--- src/rtl/spi_adc_capture.sv ---
// spi_adc_capture: periodic SPI ADC frame capture into a first-word
// fall-through sample FIFO with round-robin external channel select.
// Optional build macro: SIGNED_OUT_EN (store samples with MSB inverted,
// offset binary -> two's complement). Default build stores raw samples.
//
// state | meaning
// IDLE  | nSS=1, sCLK=1, waiting for a period tick while enable=1
// SETUP | nSS=0, sCLK=1 for CLK_DIV cycles before the first edge
// SHIFT | FRAME_BITS sCLK periods, MISO captured on each sCLK rise
// HOLD  | nSS=0, sCLK=1 for CLK_DIV cycles after the last rise
// PUSH  | nSS=1, one cycle: write sample to FIFO, advance chan_sel
module spi_adc_capture #(
  parameter int SAMPLE_W      = 12,
  parameter int FRAME_BITS    = 16,
  parameter int CLK_DIV       = 50,
  parameter int SAMPLE_PERIOD = 2500,
  parameter int CHANNELS      = 1,
  parameter int FIFO_DEPTH    = 8,
  localparam int CH_W         = (CHANNELS > 1) ? $clog2(CHANNELS) : 1
) (
  input  logic                SystemClock,
  input  logic                btnCpuReset,
  input  logic                enable,
  input  logic                MISO,
  output logic                nSS,
  output logic                sCLK,
  output logic [CH_W-1:0]     chan_sel,
  output logic [SAMPLE_W-1:0] m_data,
  output logic [CH_W-1:0]     m_chan,
  output logic                m_valid,
  input  logic                m_ready,
  output logic                overflow,
  input  logic                ovf_clr
);

  localparam int PW = $clog2(SAMPLE_PERIOD + 1);
  localparam int DW = $clog2(CLK_DIV + 1);
  localparam int BW = $clog2(FRAME_BITS + 1);
  localparam int AW = $clog2(FIFO_DEPTH);
  localparam int EW = CH_W + SAMPLE_W;

  localparam logic [PW-1:0]   PER_LOAD = PW'(SAMPLE_PERIOD - 1);
  localparam logic [DW-1:0]   DIV_LOAD = DW'(CLK_DIV - 1);
  localparam logic [BW-1:0]   BIT_LOAD = BW'(FRAME_BITS - 1);
  localparam logic [CH_W-1:0] CH_LAST  = CH_W'(CHANNELS - 1);

  localparam logic [2:0] S_IDLE  = 3'd0;
  localparam logic [2:0] S_SETUP = 3'd1;
  localparam logic [2:0] S_SHIFT = 3'd2;
  localparam logic [2:0] S_HOLD  = 3'd3;
  localparam logic [2:0] S_PUSH  = 3'd4;

  logic [2:0]            state_q, state_d;
  logic [PW-1:0]         per_cnt_q, per_cnt_d;
  logic                  start_pend_q, start_pend_d;
  logic [DW-1:0]         div_cnt_q, div_cnt_d;
  logic [BW-1:0]         bit_cnt_q, bit_cnt_d;
  logic                  sclk_q, sclk_d;
  logic                  nss_q, nss_d;
  logic [FRAME_BITS-1:0] shift_q, shift_d;
  logic [CH_W-1:0]       chan_q, chan_d;
  logic [AW:0]           wr_ptr_q, wr_ptr_d;
  logic [AW:0]           rd_ptr_q, rd_ptr_d;
  logic                  ovf_q, ovf_d;
  logic [EW-1:0]         mem_q [FIFO_DEPTH];
  logic [EW-1:0]         mem_d [FIFO_DEPTH];

  logic                  start_req;
  logic                  go;
  logic                  push;
  logic                  full;
  logic                  empty;
  logic                  pop;
  logic                  push_ok;
  logic                  drop;
  logic [SAMPLE_W-1:0]   sample;

  // Free-running period timer; a cleared counter fires at once, so the first
  // cycle enable is seen high starts a frame.
  always_comb begin
    per_cnt_d = per_cnt_q;
    start_req = 1'b0;
    if (!enable) begin
      per_cnt_d = '0;
    end else if (per_cnt_q == '0) begin
      start_req = 1'b1;
      per_cnt_d = PER_LOAD;
    end else begin
      per_cnt_d = per_cnt_q - 1'b1;
    end
  end

  // Frame sequencer; a tick that lands while a frame is busy is held pending.
  always_comb begin
    state_d      = state_q;
    div_cnt_d    = div_cnt_q;
    bit_cnt_d    = bit_cnt_q;
    sclk_d       = sclk_q;
    nss_d        = nss_q;
    shift_d      = shift_q;
    chan_d       = chan_q;
    push         = 1'b0;
    go           = enable & (start_pend_q | start_req);
    start_pend_d = go;
    case (state_q)
      S_IDLE: begin
        if (go) begin
          state_d      = S_SETUP;
          start_pend_d = 1'b0;
          nss_d        = 1'b0;
          div_cnt_d    = DIV_LOAD;
        end
      end
      S_SETUP: begin
        if (div_cnt_q == '0) begin
          state_d   = S_SHIFT;
          sclk_d    = 1'b0;
          div_cnt_d = DIV_LOAD;
          bit_cnt_d = BIT_LOAD;
        end else begin
          div_cnt_d = div_cnt_q - 1'b1;
        end
      end
      S_SHIFT: begin
        if (div_cnt_q == '0) begin
          div_cnt_d = DIV_LOAD;
          if (!sclk_q) begin
            sclk_d  = 1'b1;
            shift_d = (shift_q << 1) | FRAME_BITS'(MISO);
          end else if (bit_cnt_q == '0) begin
            state_d = S_HOLD;
          end else begin
            sclk_d    = 1'b0;
            bit_cnt_d = bit_cnt_q - 1'b1;
          end
        end else begin
          div_cnt_d = div_cnt_q - 1'b1;
        end
      end
      S_HOLD: begin
        if (div_cnt_q == '0) begin
          state_d = S_PUSH;
          nss_d   = 1'b1;
        end else begin
          div_cnt_d = div_cnt_q - 1'b1;
        end
      end
      S_PUSH: begin
        state_d = S_IDLE;
        push    = 1'b1;
        chan_d  = (chan_q == CH_LAST) ? '0 : chan_q + 1'b1;
      end
      default: state_d = S_IDLE;
    endcase
  end

  // FIFO bookkeeping; a pop in the same cycle frees room for a push when full.
  always_comb begin
    full    = (wr_ptr_q[AW] != rd_ptr_q[AW]) &&
              (wr_ptr_q[AW-1:0] == rd_ptr_q[AW-1:0]);
    empty   = (wr_ptr_q == rd_ptr_q);
    pop     = !empty && m_ready;
    push_ok = push && (!full || pop);
    drop    = push && full && !pop;
    sample  = shift_q[SAMPLE_W-1:0];
`ifdef SIGNED_OUT_EN
    sample[SAMPLE_W-1] = ~shift_q[SAMPLE_W-1];
`else
    sample[SAMPLE_W-1] = shift_q[SAMPLE_W-1];
`endif
    mem_d = mem_q;
    if (push_ok) mem_d[wr_ptr_q[AW-1:0]] = {chan_q, sample};
    wr_ptr_d = wr_ptr_q + (AW+1)'(push_ok);
    rd_ptr_d = rd_ptr_q + (AW+1)'(pop);
    ovf_d    = drop ? 1'b1 : (ovf_clr ? 1'b0 : ovf_q);
  end

  // Control and datapath registers with synchronous reset.
  always_ff @(posedge SystemClock) begin
    if (btnCpuReset) begin
      state_q      <= S_IDLE;
      per_cnt_q    <= '0;
      start_pend_q <= 1'b0;
      div_cnt_q    <= '0;
      bit_cnt_q    <= '0;
      sclk_q       <= 1'b1;
      nss_q        <= 1'b1;
      shift_q      <= '0;
      chan_q       <= '0;
      wr_ptr_q     <= '0;
      rd_ptr_q     <= '0;
      ovf_q        <= 1'b0;
    end else begin
      state_q      <= state_d;
      per_cnt_q    <= per_cnt_d;
      start_pend_q <= start_pend_d;
      div_cnt_q    <= div_cnt_d;
      bit_cnt_q    <= bit_cnt_d;
      sclk_q       <= sclk_d;
      nss_q        <= nss_d;
      shift_q      <= shift_d;
      chan_q       <= chan_d;
      wr_ptr_q     <= wr_ptr_d;
      rd_ptr_q     <= rd_ptr_d;
      ovf_q        <= ovf_d;
    end
  end

  // FIFO storage; contents are don't-care while the pointers say empty.
  always_ff @(posedge SystemClock) begin
    mem_q <= mem_d;
  end

  assign nSS      = nss_q;
  assign sCLK     = sclk_q;
  assign chan_sel = chan_q;
  assign m_valid  = !empty;
  assign m_data   = mem_q[rd_ptr_q[AW-1:0]][SAMPLE_W-1:0];
  assign m_chan   = mem_q[rd_ptr_q[AW-1:0]][EW-1:SAMPLE_W];
  assign overflow = ovf_q;

endmodule

--- config.mk ---
export PLATFORM = sky130hd
export DESIGN_NAME = spi_adc_capture
export DESIGN_NICKNAME = d
export VERILOG_FILES = /design/src/rtl/spi_adc_capture.sv
export SDC_FILE = /design/constraint.sdc
export NUM_CORES = 1
export LEC_CHECK = 0
export ABC_AREA = 1
export CAP_MARGIN = 10
export CORE_MARGIN = 4
export CORE_UTILIZATION = 60
export CTS_CLUSTER_SIZE = 10
export DETAILED_ROUTE_END_ITERATION = 16
export PLACE_DENSITY = 0.87
export SLEW_MARGIN = 25
export SYNTH_ARGS = -nofsm -noshare
export SYNTH_HDL_FRONTEND = slang
export SYNTH_SLANG_ARGS = --single-unit
--- constraint.sdc ---
create_clock -name SystemClock -period 2.3 [get_ports SystemClock]
set_clock_uncertainty 0.15 [all_clocks]
set_input_delay 0.46 -clock SystemClock [delete_from_list [all_inputs] [get_ports SystemClock]]
set_output_delay 0.46 -clock SystemClock [all_outputs]
set_load 0.05 [all_outputs]
==> results of run 1 <==
layout make-up:
cell class / instances / area [um2]
sequential: 146 / 3890
fill: 612 / 2580
multi-input combinational: 411 / 2240
timing repair buffer: 45 / 551
clock buffer: 21 / 449
inverter: 45 / 179
clock inverter: 11 / 175
tap: 136 / 170
state kept, by name, summed over array words and instances, names as in the netlist:
name and flops:
per_cnt_q 12, rd_ptr_q 4, state_q 3, start_pend_q 1, overflow 1, mem_q 96, sCLK 1, shift_q 12
div_cnt_q 6, bit_cnt_q 5, nSS 1, wr_ptr_q 4
layer usage:
metal  global-route usage  wire [um]  up-vias
met2                0.432       7220      210
met1                0.315       5420     2182
met3               0.0664       1130       41
li1                     -          -     2218
met5                    0          0        -
met4               0.0880        336        0
repair_timing:
action	4_1_cts	5_1_grt
pin swaps	13	2
setup endpoints to repair	14	15
cloned	4	0
gates resized for setup	65	11
setup buffers	2	1
through the flow:
step / setup WS, ns / area (um2)
final: -0.251 / 7650
after global routing: -0.324 / 7650
after CTS: -0.232 / 7620
after detailed placement: 0.111 / 6750
after global placement: 0.183 / 6750
after floorplan: 0.0512 / 6350
power groups by stage:
stage | Sequential (W) | Clock [W] | Combinational, W
CTS | 0.00311 | 0.00290 | 0.00157
global route | 0.00314 | 0.00304 | 0.00178
detailed placement | 0.00316 | 0 | 0.00153
floorplan | 0.00317 | 0 | 0.00121
global placement | 0.00315 | 0 | 0.00148
finish | 0.00311 | 0.00287 | 0.00160
cell usage in the layout (no fill, tap or decap), types with 15 or more instances in the layout:
cell type,netlist,final
o21ai_1,13,39
dfxtp_1,50,48
nand3_1,20,20
clkbuf_16,0,16
edfxtp_1,96,96
inv_1,38,35
buf_4,3,15
a21oi_1,19,19
o21ai_0,61,32
nor2_1,146,143
nand2_1,58,56
worst paths after layout:
path	depth (start not counted)	slack, ns	from	endpoint
min reg2reg	2	0.33	overflow$_SDFFE_PP0P_	overflow$_SDFFE_PP0P_
max reg2reg	11	0.27	rd_ptr_q[1]$_SDFF_PP0_	rd_ptr_q[2]$_SDFF_PP0_
max	7	-0.25	rd_ptr_q[0]$_SDFF_PP0_	m_data[10]
min	2	0.33	overflow$_SDFFE_PP0P_	overflow$_SDFFE_PP0P_
kinds of logic (layout without fill, tap and decap cells):
kind of cell / count (synthesis) / count (layout)
AO/OA/AOI/OAI: 126 / 126
XOR/XNOR: 15 / 15
adder cells (fa/ha/maj): 10 / 10
buffers and inverters: 71 / 122
flip-flops: 146 / 146
other: 1 / 2
AND/OR/NAND/NOR: 258 / 258
critical path: stages, from the launching register on:
cell and delay, ns:
dfxtp_4 0.39, inv_8 0.11, buf_12 0.12, o21ai_1 0.08, o22ai_1 0.19, nor2_1 0.08, a31oi_2 0.24, buf_6 0.20
==> qor.yml, run 1 <==
power_and_ir_drop:
  switchingPower_w: 0.00224
  p_leak_nw: 2.96
  finalPower_w: 0.00758
  p_int_w: 0.00534
  power_frac_seq: 0.410
  powerDensity_nw_per_um2: 990
  peakVddDrop_v: 0.000631
  p_comb_frac: 0.210
  clkPwrFrac: 0.379
  swShare: 0.296
synth:
  yosys_warnings: 0
  muxShareOfSynthArea: 0
  synth-main-ff-cell: "edfxtp_1"
  synth-edff-count: 96
  synth_top_family_by_area: "simple AND/OR/NAND/NOR gates"
  ys_ff_latch: 146
  synth_compound_area_frac: 0.111
  avgSynthCellArea_um2: 10.0
  yosys.area_share.simple: 0.183
  yosysMostFrequentCell: "nor2_1"
  synth_area_um2: 6270
  ys_seq_area_frac: 0.619
  synth_top_area_cell: "edfxtp_1"
  synth-xor-area-share: 0.0209
  synth_cell_type_count: 39
  synthAdderAreaFrac: 0.0199
  syn_inst: 627
  synth_commonest_cells: "nor2_1, edfxtp_1, o21ai_0"
  synth_area_leaders: "edfxtp_1, dfxtp_1, nor2_1"
  ys_async_sr_fraction: 0
  synth.top_cell.area_share: 0.460
timing:
  setup_tns_ns: -2.40
  final_max_slew_viol_count: 0
  slew_headroom: 0.667
  timing.hold.ws_ns: 0.331
  period_share: 1.11
  fin_crit_ns: 2.55
  hold_viol: 0
  rsz0062_at_grt: "yes"
  final.setup.worst_slack_ns: -0.251
  final-setup-viol-count: 13
  fmax_mhz: 392
  worst_slew_pin_slew_ns: 0.499
cells_and_area:
  fin_nets: 682
  syn_to_final_growth_pct: 22.0
  drive_gt1_frac: 0.196
  finalNonFillerCells: 815
  diodes: 0
  postLayoutCoreUtil: 0.748
cts:
  cts_root_buffer: "clkbuf_8"
  clock_sinks: 146
  cts_tree: "built"
  clockBufferDepth: 2
  cts_buffers: 17
  postCtsHoldBufs: 0
  clk_pin_slew_worst_paths_ns: 0.06
  cts_max_level: 4
  clock_latency_ns: 0.53
global_route:
  grt_antenna_before_repair: 0
  grt_max_degree: 25
  grt_usage: 0.254
  gr-total-overflow: 0
  grt_pass1_wl_um: 23000
  first_global_vias: 4619
placement:
  finalWeightedCongestion: 0.877
  hpwlAfterDp_um: 8700
  dp_cells: 776
  port_buffers: 21
setup_path:
  crit_path_end_kind: "output pin"
  crit_arrival_ns: 1.94
  crit_path_max_fanout: 6
  start_kind: "flip-flop"
  crit_required_ns: 1.69
  path_class: "flip-flop to output pin"
floorplan:
  dieArea_um2: 12200
  ios: 24
  die_h_um: 110
  start_util: 0.613
  die_w_um: 110
  std_cell_rows: 37
  core_area_um2: 10200
route:
  routed_wl_um: 14100
  wl_per_cell_um: 17.3
  postRouteAntennaNets: 0
  first_pass_iters: 5
  vias_per_cell: 5.71
  drcViolationCount: 0
  via_count: 4651
  drtIter0Drc: 351
run_status:
  outcome: "complete, but fails checks"
  violations: "negative setup slack"
flow_run:
  maxCapViolCount: 0
hold_path:
  worstHoldPathType: "flip-flop to flip-flop"
Note: power is estimated with default switching activity, not from simulation.
==> run 2: changes to the inputs <==
--- a/config.mk
+++ b/config.mk
@@ -8,10 +8,10 @@
 export ABC_AREA = 1
 export CAP_MARGIN = 10
 export CORE_MARGIN = 4
-export CORE_UTILIZATION = 60
+export CORE_UTILIZATION = 50
 export CTS_CLUSTER_SIZE = 10
 export DETAILED_ROUTE_END_ITERATION = 16
-export PLACE_DENSITY = 0.87
+export PLACE_DENSITY = 0.75
 export SLEW_MARGIN = 25
 export SYNTH_ARGS = -nofsm -noshare
 export SYNTH_HDL_FRONTEND = slang
==> run 2 against run 1 <==
Compared with the run above:
- critical path depth did not move
- largest power group unchanged
- final area grew 5.1%
- die area up 18%
- wire length up 8.8%
- the run still ends with negative setup slack left
- critical path type unchanged
- total power down 3.3%
- via count grew 1.8%
==> qor.yml, run 2 (same netlist as run 1, synthesis figures left out) <==
run_status:
  outcome: "complete, but fails checks"
  violations: "negative setup slack"
cells_and_area:
  diodes: 0
  final_cell_mix: "nor2_1, edfxtp_1, nand2_1"
  fin_nets: 697
  final_common_cell: "nor2_1"
  syn_to_final_growth_pct: 28.2
  reg_top3: "mem_q x96, per_cnt_q x12, shift_q x12"
  finalNonFillerCells: 862
  largest_register_ffs: 96
  regMostFlops: "mem_q"
  postLayoutCoreUtil: 0.661
  drive_gt1_frac: 0.282
cts:
  clk_pin_slew_worst_paths_ns: 0.06
  clock_sinks: 146
  cts_max_level: 4
  clock_latency_ns: 0.42
  cts_tree: "built"
  postCtsHoldBufs: 0
  cts_root_buffer: "clkbuf_16"
  clockBufferDepth: 2
  cts_buffers: 17
power_and_ir_drop:
  p_comb_frac: 0.222
  power_frac_seq: 0.425
  clkPwrFrac: 0.353
  swShare: 0.313
  switchingPower_w: 0.00229
  peakVddDrop_v: 0.000892
  p_leak_nw: 3.03
  p_int_w: 0.00504
  powerDensity_nw_per_um2: 912
timing:
  slew_headroom: 0.652
  timing.hold.ws_ns: 0.316
  fmax_mhz: 403
  rsz0062_at_grt: "yes"
  final.setup.worst_slack_ns: -0.183
  worst_slew_pin_slew_ns: 0.522
  final-setup-viol-count: 13
  fin_crit_ns: 2.48
  period_share: 1.08
  setup_tns_ns: -1.52
  final_max_slew_viol_count: 0
  hold_viol: 0
setup_path:
  crit_arrival_ns: 1.87
  crit_path_max_fanout: 5
  crit_required_ns: 1.69
  start_kind: "flip-flop"
  crit_path_end_kind: "output pin"
  path_class: "flip-flop to output pin"
route:
  drtIter0Drc: 363
  first_pass_iters: 5
  drcViolationCount: 0
  via_count: 4736
  postRouteAntennaNets: 0
  vias_per_cell: 5.49
  wl_per_cell_um: 17.8
  routed_wl_um: 15300
placement:
  pre_cts_ws_ns: 0.0198
  hpwlAfterDp_um: 9000
  dp_cells: 815
  finalWeightedCongestion: 0.874
  port_buffers: 21
floorplan:
  std_cell_rows: 40
  die_w_um: 120
  core_area_um2: 12200
  ios: 24
  start_util: 0.516
  dieArea_um2: 14400
  die_h_um: 120
global_route:
  grt_usage: 0.219
  first_global_vias: 4584
  grt_pass1_wl_um: 24200
  grt_antenna_before_repair: 0
  grt_max_degree: 25
  gr-total-overflow: 0
flow_run:
  maxCapViolCount: 0
hold_path:
  worstHoldPathType: "flip-flop to flip-flop"
-- run 2: cell types whose count changed in the layout (fill, tap and decap cells not counted), sizes merged --
| cell | delta |
|---|---|
| buf | +16 |
| bufbuf | -2 |
| bufinv | -3 |
| clkbuf | -3 |
| clkdlybuf4s50 | +3 |
| clkinv | +5 |
| clkinvlp | +1 |
| dlygate4sd2 | -2 |
| dlymetal6s2s | -1 |
| inv | +1 |
-- run 2: layout make-up --
| type | instances | area, um2 |
|---|---|---|
| fill | 887 | 4120 |
| sequential | 146 | 3890 |
| multi-input combinational | 411 | 2430 |
| timing repair buffer | 60 | 778 |
| clock buffer | 17 | 425 |
| tap | 168 | 210 |
| inverter | 45 | 176 |
| clock inverter | 15 | 133 |
-- run 2: metal layers --
metal,GRT usage,part of all wire
met5,0,0
met1,0.293,0.42
met3,0.0537,0.071
met4,0.0802,0.021
met2,0.346,0.48
-- run 2: critical path: stages, from the launching register on --
cell	delay, ns
dfxtp_4	0.41
buf_12	0.16
buf_16	0.13
o21ai_2	0.06
o22ai_2	0.20
nor2_2	0.08
a31oi_2	0.21
buf_6	0.20
-- run 2: stage by stage --
| step | cell area (um2) | power, W |
|---|---|---|
| after global routing | 8040 | 0.00771 |
| after CTS | 7850 | 0.00732 |
| after detailed placement | 6840 | 0.00470 |
| after floorplan | 6350 | 0.00437 |
| final | 8040 | 0.00733 |
| after global placement | 6840 | 0.00465 |
-- run 2: timing repair --
item                       in CTS  in global routing
cloned                          8                  1
resized for setup              94                 47
hold endpoints to repair        0                  0
setup endpoints to repair      12                110
buffers inserted                3                  3
pin swaps                      40                 23
-- run 2: final timing paths --
path,from,to,slack [ns],cells past startpoint
hold / removal,nSS$_SDFFE_PP1P_,nSS$_SDFFE_PP1P_,0.32,2
setup reg to reg,rd_ptr_q[0]$_SDFF_PP0_,mem_q[78]$_DFFE_PP_,0.05,10
hold reg to reg,nSS$_SDFFE_PP1P_,nSS$_SDFFE_PP1P_,0.32,2
setup / recovery,rd_ptr_q[0]$_SDFF_PP0_,m_data[5],-0.18,7
-- run 2: power by group through the flow --
stage / Combinational [W] / Sequential, W / Clock [W]
after global placement: 0.00149 / 0.00316 / 0
after CTS: 0.00161 / 0.00311 / 0.00260
final: 0.00163 / 0.00311 / 0.00259
after detailed placement: 0.00154 / 0.00317 / 0
after global routing: 0.00184 / 0.00314 / 0.00273
after floorplan: 0.00121 / 0.00317 / 0
==> run 3: changes to the inputs <==
--- a/config.mk
+++ b/config.mk
@@ -9,6 +9,7 @@
 export CAP_MARGIN = 10
 export CORE_MARGIN = 4
 export CORE_UTILIZATION = 50
+export CTS_CLUSTER_DIAMETER = 40
 export CTS_CLUSTER_SIZE = 10
 export DETAILED_ROUTE_END_ITERATION = 16
 export PLACE_DENSITY = 0.75
==> results of run 3 <==
The final DEF is identical to that of run 2; final timing and power are the same.
